## src/rtl/tpu_sequencer_if.sv

```systemverilog
// Host/array-side bus of the TPU instruction sequencer.
// master: host + unified buffer side (drives start, program writes, store_ack).
// slave : sequencer side (drives array strobes, base address and status).
//   start        begin program at pc 0
//   imem_we      instruction memory write strobe (ignored while busy)
//   imem_waddr   instruction memory write address
//   imem_wdata   instruction memory write data
//   store_ack    unified buffer accepted the store
//   load_weight  weight load strobe
//   load_input   input load strobe
//   valid        array compute enable
//   store        store request
//   base_address buffer base address
//   pc           current program counter
//   busy/done    status (FETCH or EXECUTE / DONE)
//   error        sticky program-overrun flag
interface tpu_sequencer_if #(
  parameter int unsigned INSTR_W    = 16,
  parameter int unsigned IMEM_DEPTH = 16
);
  localparam int unsigned PC_W   = $clog2(IMEM_DEPTH);
  localparam int unsigned OPND_W = INSTR_W - 3;

  logic              start;
  logic              imem_we;
  logic [PC_W-1:0]   imem_waddr;
  logic [INSTR_W-1:0] imem_wdata;
  logic              store_ack;
  logic              load_weight;
  logic              load_input;
  logic              valid;
  logic              store;
  logic [OPND_W-1:0] base_address;
  logic [PC_W-1:0]   pc;
  logic              busy;
  logic              done;
  logic              error;

  modport master (
    output start, imem_we, imem_waddr, imem_wdata, store_ack,
    input  load_weight, load_input, valid, store, base_address, pc, busy, done, error
  );

  modport slave (
    input  start, imem_we, imem_waddr, imem_wdata, store_ack,
    output load_weight, load_input, valid, store, base_address, pc, busy, done, error
  );
endinterface

```

## src/rtl/tpu_sequencer.sv

```systemverilog
// Programmable instruction sequencer for the systolic-array TPU.
// Runs a FETCH/EXECUTE loop over a host-loadable instruction memory and drives the
// weight-load, input-load, compute-valid, store and base-address controls.
// Ports:
//   clk    clock
//   reset  asynchronous, active-high; clears all outputs, state, pc and loop state
//   bus    tpu_sequencer_if.slave (program load, store handshake, array controls, status)
// Instruction: opcode in the top 3 bits, operand in the low INSTR_W-3 bits.
module tpu_sequencer #(
  parameter int unsigned INSTR_W    = 16,
  parameter int unsigned IMEM_DEPTH = 16,
  parameter int unsigned ARRAY_N    = 2
) (
  input logic            clk,
  input logic            reset,
  tpu_sequencer_if.slave bus
);
  localparam int unsigned PC_W   = $clog2(IMEM_DEPTH);
  localparam int unsigned OPND_W = INSTR_W - 3;

  localparam logic [2:0] OpHalt     = 3'd0;
  localparam logic [2:0] OpLoadAddr = 3'd1;
  localparam logic [2:0] OpLoadWgt  = 3'd2;
  localparam logic [2:0] OpLoadInp  = 3'd3;
  localparam logic [2:0] OpCompute  = 3'd4;
  localparam logic [2:0] OpStore    = 3'd5;
  localparam logic [2:0] OpLoop     = 3'd6;

  typedef enum logic [1:0] {StIdle, StFetch, StExecute, StDone} state_e;

  state_e              state_q, state_d;
  logic [PC_W-1:0]     pc_q, pc_d;
  logic [INSTR_W-1:0]  ir_q, ir_d;
  logic [OPND_W-1:0]   cnt_q, cnt_d;
  logic                loop_active_q, loop_active_d;
  logic [3:0]          loop_cnt_q, loop_cnt_d;
  logic                load_weight_q, load_weight_d;
  logic                load_input_q, load_input_d;
  logic                valid_q, valid_d;
  logic                store_q, store_d;
  logic [OPND_W-1:0]   base_q, base_d;
  logic                error_q, error_d;
  logic                busy_q, busy_d;
  logic                done_q, done_d;

  logic [INSTR_W-1:0]  imem [IMEM_DEPTH];
  logic                imem_wen;
  logic [INSTR_W-1:0]  fetch_word;
  logic [2:0]          fetch_op;
  logic [2:0]          ir_op;
  logic [OPND_W-1:0]   ir_opnd;
  logic [OPND_W-1:0]   compute_len;
  logic [PC_W-1:0]     loop_tgt;
  logic [3:0]          loop_n;
  logic                advance;
  logic                jump;

  assign imem_wen    = bus.imem_we && (state_q == StIdle || state_q == StDone);
  assign fetch_word  = imem[pc_q];
  assign fetch_op    = fetch_word[INSTR_W-1 -: 3];
  assign ir_op       = ir_q[INSTR_W-1 -: 3];
  assign ir_opnd     = ir_q[OPND_W-1:0];
  assign compute_len = (ir_opnd == '0) ? OPND_W'(2 * ARRAY_N) : ir_opnd;
  assign loop_tgt    = ir_opnd[PC_W-1:0];
  assign loop_n      = ir_opnd[PC_W+3:PC_W];

  // Program memory has no reset; contents survive a sequencer reset.
  always_ff @(posedge clk) begin
    if (imem_wen) begin
      imem[bus.imem_waddr] <= bus.imem_wdata;
    end
  end

  always_comb begin
    state_d       = state_q;
    pc_d          = pc_q;
    ir_d          = ir_q;
    cnt_d         = cnt_q;
    loop_active_d = loop_active_q;
    loop_cnt_d    = loop_cnt_q;
    load_weight_d = 1'b0;
    load_input_d  = 1'b0;
    valid_d       = 1'b0;
    store_d       = 1'b0;
    base_d        = base_q;
    error_d       = error_q;
    advance       = 1'b0;
    jump          = 1'b0;

    unique case (state_q)
      StIdle, StDone: begin
        if (bus.start) begin
          state_d       = StFetch;
          pc_d          = '0;
          error_d       = 1'b0;
          loop_active_d = 1'b0;
          loop_cnt_d    = '0;
        end
      end
      StFetch: begin
        // Strobes are decoded from the word being fetched so they appear in the
        // first EXECUTE cycle.
        state_d = StExecute;
        ir_d    = fetch_word;
        cnt_d   = '0;
        case (fetch_op)
          OpLoadAddr: base_d        = fetch_word[OPND_W-1:0];
          OpLoadWgt:  load_weight_d = 1'b1;
          OpLoadInp:  load_input_d  = 1'b1;
          OpCompute:  valid_d       = 1'b1;
          OpStore:    store_d       = 1'b1;
          default:    ;
        endcase
      end
      StExecute: begin
        case (ir_op)
          OpHalt: state_d = StDone;
          OpCompute: begin
            // cnt_q counts completed valid cycles before this one.
            if ((cnt_q + OPND_W'(1)) < compute_len) begin
              cnt_d   = cnt_q + OPND_W'(1);
              valid_d = 1'b1;
            end else begin
              advance = 1'b1;
            end
          end
          OpStore: begin
            if (bus.store_ack) advance = 1'b1;
            else               store_d = 1'b1;
          end
          OpLoop: begin
            if (!loop_active_q) begin
              if (loop_n == 4'd0) begin
                advance = 1'b1;
              end else begin
                loop_active_d = 1'b1;
                loop_cnt_d    = loop_n - 4'd1;
                jump          = 1'b1;
              end
            end else if (loop_cnt_q != 4'd0) begin
              loop_cnt_d = loop_cnt_q - 4'd1;
              jump       = 1'b1;
            end else begin
              loop_active_d = 1'b0;
              advance       = 1'b1;
            end
          end
          default: advance = 1'b1;
        endcase

        if (jump) begin
          pc_d    = loop_tgt;
          state_d = StFetch;
        end else if (advance) begin
          // Falling off the end of memory is an overrun; never wrap.
          if (pc_q == PC_W'(IMEM_DEPTH - 1)) begin
            state_d = StDone;
            error_d = 1'b1;
          end else begin
            pc_d    = pc_q + PC_W'(1);
            state_d = StFetch;
          end
        end
      end
    endcase

    busy_d = (state_d == StFetch) || (state_d == StExecute);
    done_d = (state_d == StDone);
  end

  always_ff @(posedge clk or posedge reset) begin
    if (reset) begin
      state_q       <= StIdle;
      pc_q          <= '0;
      ir_q          <= '0;
      cnt_q         <= '0;
      loop_active_q <= 1'b0;
      loop_cnt_q    <= '0;
      load_weight_q <= 1'b0;
      load_input_q  <= 1'b0;
      valid_q       <= 1'b0;
      store_q       <= 1'b0;
      base_q        <= '0;
      error_q       <= 1'b0;
      busy_q        <= 1'b0;
      done_q        <= 1'b0;
    end else begin
      state_q       <= state_d;
      pc_q          <= pc_d;
      ir_q          <= ir_d;
      cnt_q         <= cnt_d;
      loop_active_q <= loop_active_d;
      loop_cnt_q    <= loop_cnt_d;
      load_weight_q <= load_weight_d;
      load_input_q  <= load_input_d;
      valid_q       <= valid_d;
      store_q       <= store_d;
      base_q        <= base_d;
      error_q       <= error_d;
      busy_q        <= busy_d;
      done_q        <= done_d;
    end
  end

  assign bus.load_weight  = load_weight_q;
  assign bus.load_input   = load_input_q;
  assign bus.valid        = valid_q;
  assign bus.store        = store_q;
  assign bus.base_address = base_q;
  assign bus.pc           = pc_q;
  assign bus.busy         = busy_q;
  assign bus.done         = done_q;
  assign bus.error        = error_q;
endmodule

```

## src/flat_wrapper.sv

```systemverilog
// flat-port wrapper written by rule: the top's interface ports become plain ports
module tpu_sequencer_flat 
#(
  parameter int unsigned INSTR_W    = 16,
  parameter int unsigned IMEM_DEPTH = 16,
  parameter int unsigned ARRAY_N    = 2
)
  (clk, reset, bus_start, bus_imem_we, bus_imem_waddr, bus_imem_wdata, bus_store_ack, bus_load_weight, bus_load_input, bus_valid, bus_store, bus_base_address, bus_pc, bus_busy, bus_done, bus_error);
  tpu_sequencer_if #(.INSTR_W(INSTR_W), .IMEM_DEPTH(IMEM_DEPTH)) bus_i ();
  input logic clk;
  input logic reset;
  input wire logic [$bits(bus_i.start)-1:0] bus_start;
  input wire logic [$bits(bus_i.imem_we)-1:0] bus_imem_we;
  input wire logic [$bits(bus_i.imem_waddr)-1:0] bus_imem_waddr;
  input wire logic [$bits(bus_i.imem_wdata)-1:0] bus_imem_wdata;
  input wire logic [$bits(bus_i.store_ack)-1:0] bus_store_ack;
  output wire logic [$bits(bus_i.load_weight)-1:0] bus_load_weight;
  output wire logic [$bits(bus_i.load_input)-1:0] bus_load_input;
  output wire logic [$bits(bus_i.valid)-1:0] bus_valid;
  output wire logic [$bits(bus_i.store)-1:0] bus_store;
  output wire logic [$bits(bus_i.base_address)-1:0] bus_base_address;
  output wire logic [$bits(bus_i.pc)-1:0] bus_pc;
  output wire logic [$bits(bus_i.busy)-1:0] bus_busy;
  output wire logic [$bits(bus_i.done)-1:0] bus_done;
  output wire logic [$bits(bus_i.error)-1:0] bus_error;
  assign bus_i.start = bus_start;
  assign bus_i.imem_we = bus_imem_we;
  assign bus_i.imem_waddr = bus_imem_waddr;
  assign bus_i.imem_wdata = bus_imem_wdata;
  assign bus_i.store_ack = bus_store_ack;
  assign bus_load_weight = bus_i.load_weight;
  assign bus_load_input = bus_i.load_input;
  assign bus_valid = bus_i.valid;
  assign bus_store = bus_i.store;
  assign bus_base_address = bus_i.base_address;
  assign bus_pc = bus_i.pc;
  assign bus_busy = bus_i.busy;
  assign bus_done = bus_i.done;
  assign bus_error = bus_i.error;
  tpu_sequencer #(.INSTR_W(INSTR_W), .IMEM_DEPTH(IMEM_DEPTH), .ARRAY_N(ARRAY_N)) u_core (.clk(clk), .reset(reset), .bus(bus_i));
endmodule
```

## config.mk

```make
export PLATFORM = sky130hd
export DESIGN_NAME = tpu_sequencer_flat
export DESIGN_NICKNAME = d
export VERILOG_FILES = /design/src/rtl/tpu_sequencer_if.sv /design/src/rtl/tpu_sequencer.sv /design/src/flat_wrapper.sv
export SDC_FILE = /design/constraint.sdc
export NUM_CORES = 1
export LEC_CHECK = 0
export CORE_ASPECT_RATIO = 0.5
export CORE_UTILIZATION = 55
export DETAILED_ROUTE_END_ITERATION = 8
export GPL_ROUTABILITY_DRIVEN = 1
export PLACE_DENSITY = 0.83
export REMOVE_ABC_BUFFERS = 1
export SLEW_MARGIN = 40
export SYNTH_ARGS = -nofsm -noshare
export SYNTH_HDL_FRONTEND = slang
export SYNTH_SLANG_ARGS = --single-unit
```

## constraint.sdc

```tcl
create_clock -name clk -period 3.9 [get_ports clk]
set_input_delay 0.78 -clock clk [delete_from_list [all_inputs] [get_ports clk]]
set_output_delay 0.78 -clock clk [all_outputs]
set_load 0.02 [all_outputs]
```

==> results.rst <==
.. list-table::
   :header-rows: 1

   * - Metric
     - Value
   * - CORE AREA
     - 23,100 um2
   * - Iteration-0 DRC count of the detailed router
     - around 850
   * - Skew-Pair Late Insertion Delay
     - about 0.6 ns
   * - TritonCTS clock tree
     - done
   * - Number of nets with antenna violations after routing
     - 0
   * - Static leakage power
     - just over 5 nW
   * - Req. time, crit path
     - 4.32 ns
   * - Async S/R FF share, synth
     - a little under a fifth
   * - Nature of the critical path endpoint
     - register
   * - Worst-margin pin slew
     - ~0.74 ns
   * - Global-route met2 utilization
     - between 30% and 40%
   * - Area growth from synthesis to layout
     - 14.6%
   * - Total Routed Length
     - ~30,000 um
   * - Filler Cell Count
     - roughly 1,500
   * - Share of Yosys cell area claimed by the top area cell type
     - 58.7%
   * - Final worst path period share
     - 91.5%
   * - Relative slew slack
     - between 50 and 60%
   * - Met3 track demand over resource in global routing
     - just under 4%
   * - Skew final
     - 0.0514 ns
   * - WHS Path Cells
     - 1
   * - Max Slew Vio Count
     - 0
   * - Clock buffer count from CTS
     - 28
   * - Cell count after placement
     - 1,147
   * - Die Ht
     - ~110 um
   * - Min-delay worst type
     - reg -> reg
   * - Power per Cell Area
     - 631 nW/um2
   * - Length in cells of the worst reg-to-reg path
     - 14
   * - Peak fanout along the critical path
     - 5
   * - Seq/Total Area, Yosys
     - between 70% and 80%
   * - Total of warnings raised by yosys
     - 0
   * - Post-detailed-route via-to-cell ratio
     - around 6.4
   * - First-pass GRT wire length
     - approximately 45,000 um
   * - Bufs on Longest Clock Path
     - 3
   * - Leading post-synthesis cells by cell area
     - sky130_fd_sc_hd__edfxtp_1 59%, sky130_fd_sc_hd__dfrtp_1 11%, sky130_fd_sc_hd__mux4_2 6.5%, sky130_fd_sc_hd__mux2i_1 4.6%, sky130_fd_sc_hd__a221oi_1 1.8%
   * - Final period demand of the worst path
     - around 3.6 ns
   * - Global Route Usage Sum
     - between 20 and 25%
   * - Initial cell density of the core
     - between 50% and 60%
   * - Startpoint Class
     - register
   * - Total via count in the routed design
     - about 7,700
   * - Number of global-route vias before repair
     - between 7,000 and 8,000
   * - Sinks on Clock Net
     - around 320
   * - Residual DRC count
     - 3
   * - Global routing usage on met1
     - a little over a third
   * - Post-CTS repair timing setup buffer count
     - 0
   * - Maximum number of pins on one net before global-route repair
     - 80
   * - Antenna violations before repair
     - 0
   * - Clock transition at the register clock pins on the worst setup and hold paths after CTS
     - approximately 0.070 ns
   * - Max IR drop VDD
     - a little over 0.4 mV
   * - I/O Buffers
     - 48
   * - Number of H-tree levels
     - 1
   * - Netlist area before placement
     - 13,100 um2
   * - Non-filler instance count after layout
     - between 1,000 and 1,500
   * - X dimension of the die
     - ~220 um
   * - Library cell with the largest summed area after synthesis
     - sky130_fd_sc_hd__edfxtp_1
   * - Synth Register Bits
     - around 320
   * - Cts-stage hold buffer count
     - 0
   * - Post-synthesis cell type count
     - 52
   * - Final Hold Violating Endpoints
     - 0
   * - HPWL after DPL
     - 18,100 um
   * - Final Hold Slack
     - 0.510 ns
   * - Setup_tns
     - 0 ns
   * - Average wire length per cell after detail routing
     - roughly 25 um
   * - Run status
     - finished, violations left
   * - Die outline area
     - 24,500 um2
   * - Tot Pwr
     - ~9.5 mW
   * - Arrival time reported for the critical path endpoint
     - between 3 and 4 ns
   * - # diodes
     - 0
   * - Post-layout net count
     - 913
   * - Share of layout cells above drive strength 1
     - roughly 17%
   * - Gate count after technology mapping
     - roughly 790
   * - Unrepaired setup endpoints after global routing
     - false
   * - First-pass iteration count of the detailed router
     - 7
   * - Grt ovf
     - 0
   * - Cell at the root of the clock tree
     - sky130_fd_sc_hd__clkbuf_16
   * - Number of enable flip-flop cells after synthesis
     - about 260
   * - Mean post-synth cell area
     - 16.5 um2
   * - RePlAce Congestion
     - 0.892
   * - Maximum capacitance violations
     - 0
   * - Crit Path Class
     - reg -> reg
   * - Main flop type after synthesis
     - sky130_fd_sc_hd__edfxtp_1
   * - Number of endpoints failing setup at the final stage
     - 0
   * - Maximum clock frequency
     - roughly 280 MHz
   * - Num ports
     - slightly below 50
   * - Violations in the final reports
     - design-rule violations
   * - Row count
     - 39
   * - Most utilized layer in the global route result
     - met2
[cell usage after synthesis (3+ instances only)]
cell	instances
sky130_fd_sc_hd__ha_1	18
sky130_fd_sc_hd__o21ai_0	39
sky130_fd_sc_hd__edfxtp_1	256
sky130_fd_sc_hd__mux2_2	9
sky130_fd_sc_hd__a21oi_1	16
sky130_fd_sc_hd__o22a_1	6
sky130_fd_sc_hd__nor2_1	29
sky130_fd_sc_hd__xnor2_1	4
sky130_fd_sc_hd__mux4_2	38
sky130_fd_sc_hd__inv_1	21
sky130_fd_sc_hd__nand4_1	3
sky130_fd_sc_hd__nand2b_1	7
sky130_fd_sc_hd__nor3_1	10
sky130_fd_sc_hd__xor2_1	7
sky130_fd_sc_hd__buf_2	3
sky130_fd_sc_hd__a221oi_1	27
sky130_fd_sc_hd__nor2b_1	7
sky130_fd_sc_hd__a32o_1	4
sky130_fd_sc_hd__nand2_1	52
sky130_fd_sc_hd__a31oi_1	4
sky130_fd_sc_hd__dfrtp_1	60
sky130_fd_sc_hd__o31ai_1	3
sky130_fd_sc_hd__nand3_1	13
sky130_fd_sc_hd__nor4_1	5
sky130_fd_sc_hd__buf_6	3
sky130_fd_sc_hd__mux2_4	10
sky130_fd_sc_hd__clkbuf_1	28
sky130_fd_sc_hd__a22o_1	6
sky130_fd_sc_hd__mux2i_1	60
sky130_fd_sc_hd__a22oi_1	14
[final timing paths]
check | start | end | slack [ns]
setup / recovery | u_core.cnt_q[0]$_DFFE_PP0P_ | u_core.bus.busy$_DFF_PP0_ | 0.33
hold / removal | u_core.bus.base_address[6]$_DFFE_PP0P_ | u_core.bus.base_address[6]$_DFFE_PP0P_ | 0.51
setup reg to reg | u_core.cnt_q[0]$_DFFE_PP0P_ | u_core.bus.busy$_DFF_PP0_ | 0.33
hold reg to reg | u_core.bus.base_address[6]$_DFFE_PP0P_ | u_core.bus.base_address[6]$_DFFE_PP0P_ | 0.51
max in group asynchronous | reset | u_core.bus.base_address[9]$_DFFE_PP0P_ | 2.43
min in group asynchronous | reset | u_core.bus.error$_DFFE_PP0P_ | 0.64
[flip-flops by register name, summed over array words and instances, names as in the netlist]
signal                   flops
u_core.bus.base_address     13
u_core.bus.busy              1
u_core.bus.done              1
u_core.bus.error             1
u_core.bus.load_input        1
u_core.bus.load_weight       1
u_core.bus.pc                4
u_core.bus.store             1
u_core.bus.valid             1
u_core.cnt_q                13
u_core.imem                256
u_core.ir_q                 16
u_core.loop_active_q         1
u_core.loop_cnt_q            4
u_core.state_q               2
[cell type report]
| class | count | area [um2] | area share, % |
|---|---|---|---|
| well taps | 307 | 384 | 2.56 |
| inverters | 22 | 82.6 | 0.551 |
| clock buffers | 36 | 751 | 5.01 |
| repair buffers | 82 | 748 | 4.99 |
| flip-flops and latches | 316 | 9190 | 61.3 |
| multi-input cells | 420 | 3720 | 24.8 |
| clock inverters | 15 | 120 | 0.801 |
[cell usage in the layout (no fill, tap or decap), types with 4 or more instances in the layout]
cell type	synthesis	layout
sky130_fd_sc_hd__mux2_2	9	9
sky130_fd_sc_hd__nor2_2	0	12
sky130_fd_sc_hd__clkinv_1	0	9
sky130_fd_sc_hd__mux2i_1	60	60
sky130_fd_sc_hd__mux2_4	10	10
sky130_fd_sc_hd__a31oi_1	4	4
sky130_fd_sc_hd__dfrtp_1	60	58
sky130_fd_sc_hd__o21ai_0	39	39
sky130_fd_sc_hd__a32o_1	4	4
sky130_fd_sc_hd__clkbuf_1	28	6
sky130_fd_sc_hd__o22a_1	6	6
sky130_fd_sc_hd__nor4_1	5	5
sky130_fd_sc_hd__nand3_1	13	13
sky130_fd_sc_hd__nand2b_1	7	7
sky130_fd_sc_hd__nor3_2	0	4
sky130_fd_sc_hd__a22oi_1	14	14
sky130_fd_sc_hd__a22o_1	6	6
sky130_fd_sc_hd__inv_1	21	20
sky130_fd_sc_hd__xnor2_1	4	4
sky130_fd_sc_hd__nor3_1	10	6
sky130_fd_sc_hd__buf_4	0	33
sky130_fd_sc_hd__a221oi_1	27	26
sky130_fd_sc_hd__ha_1	18	18
sky130_fd_sc_hd__a21oi_1	16	16
sky130_fd_sc_hd__edfxtp_1	256	256
sky130_fd_sc_hd__nor2_1	29	17
sky130_fd_sc_hd__clkbuf_16	0	28
sky130_fd_sc_hd__xor2_1	7	7
sky130_fd_sc_hd__clkdlybuf4s50_1	0	48
sky130_fd_sc_hd__mux4_2	38	38
sky130_fd_sc_hd__nand2_1	52	52
sky130_fd_sc_hd__nor2b_1	7	6
[per-stage QoR]
step | worst slack, ns | util, % | instance area, um2
floorplan | -1.84 | - | 12900
global placement | 0.316 | 61.2 | 14100
detailed placement | 0.304 | 61.2 | 14100
CTS | 0.272 | 64.9 | 15000
global route | 0.0316 | 65.0 | 15000
finish | 0.330 | 65.0 | 15000
[cell families after synthesis]
group           share of synthesized area, %
xor+xnor                               0.736
mux                                     13.4
buf+inv                                 1.86
flops                                   70.2
simple gates                            4.99
fa+ha+maj                               1.72
compound gates                          7.05
[layer usage]
metal / wire length, um / vias to the layer above
li1: - / 3293
met4: 1090 / 0
met3: 2370 / 92
met2: 13900 / 418
met1: 12200 / 3853
met5: 0 / -
[power by group]
| group | switching, mW | leakage, nW | internal (mW) |
|---|---|---|---|
| logic | 1.47 | 1.69 | 1.17 |
| registers | 0.268 | 3.08 | 3.93 |
| clock network | 1.19 | 0.424 | 1.43 |
[critical path, stage by stage (launching register included)]
cell,delay (ns)
sky130_fd_sc_hd__dfrtp_1,0.42
sky130_fd_sc_hd__ha_1,0.25
sky130_fd_sc_hd__nand2_1,0.11
sky130_fd_sc_hd__nor3_1,0.22
sky130_fd_sc_hd__and3_1,0.26
sky130_fd_sc_hd__nand3_1,0.12
sky130_fd_sc_hd__xnor2_1,0.21
sky130_fd_sc_hd__ha_1,0.30
sky130_fd_sc_hd__and4_1,0.25
sky130_fd_sc_hd__a221oi_2,0.27
sky130_fd_sc_hd__buf_4,0.18
sky130_fd_sc_hd__a21boi_0,0.11
sky130_fd_sc_hd__o211ai_1,0.24
sky130_fd_sc_hd__nor4bb_1,0.25
sky130_fd_sc_hd__ha_1,0.27
[timing repair]
action	in CTS	in global routing
resized for setup	0	1
hold endpoints to repair	0	0
setup endpoints to repair	0	1
(Power assumes the default switching activity.)
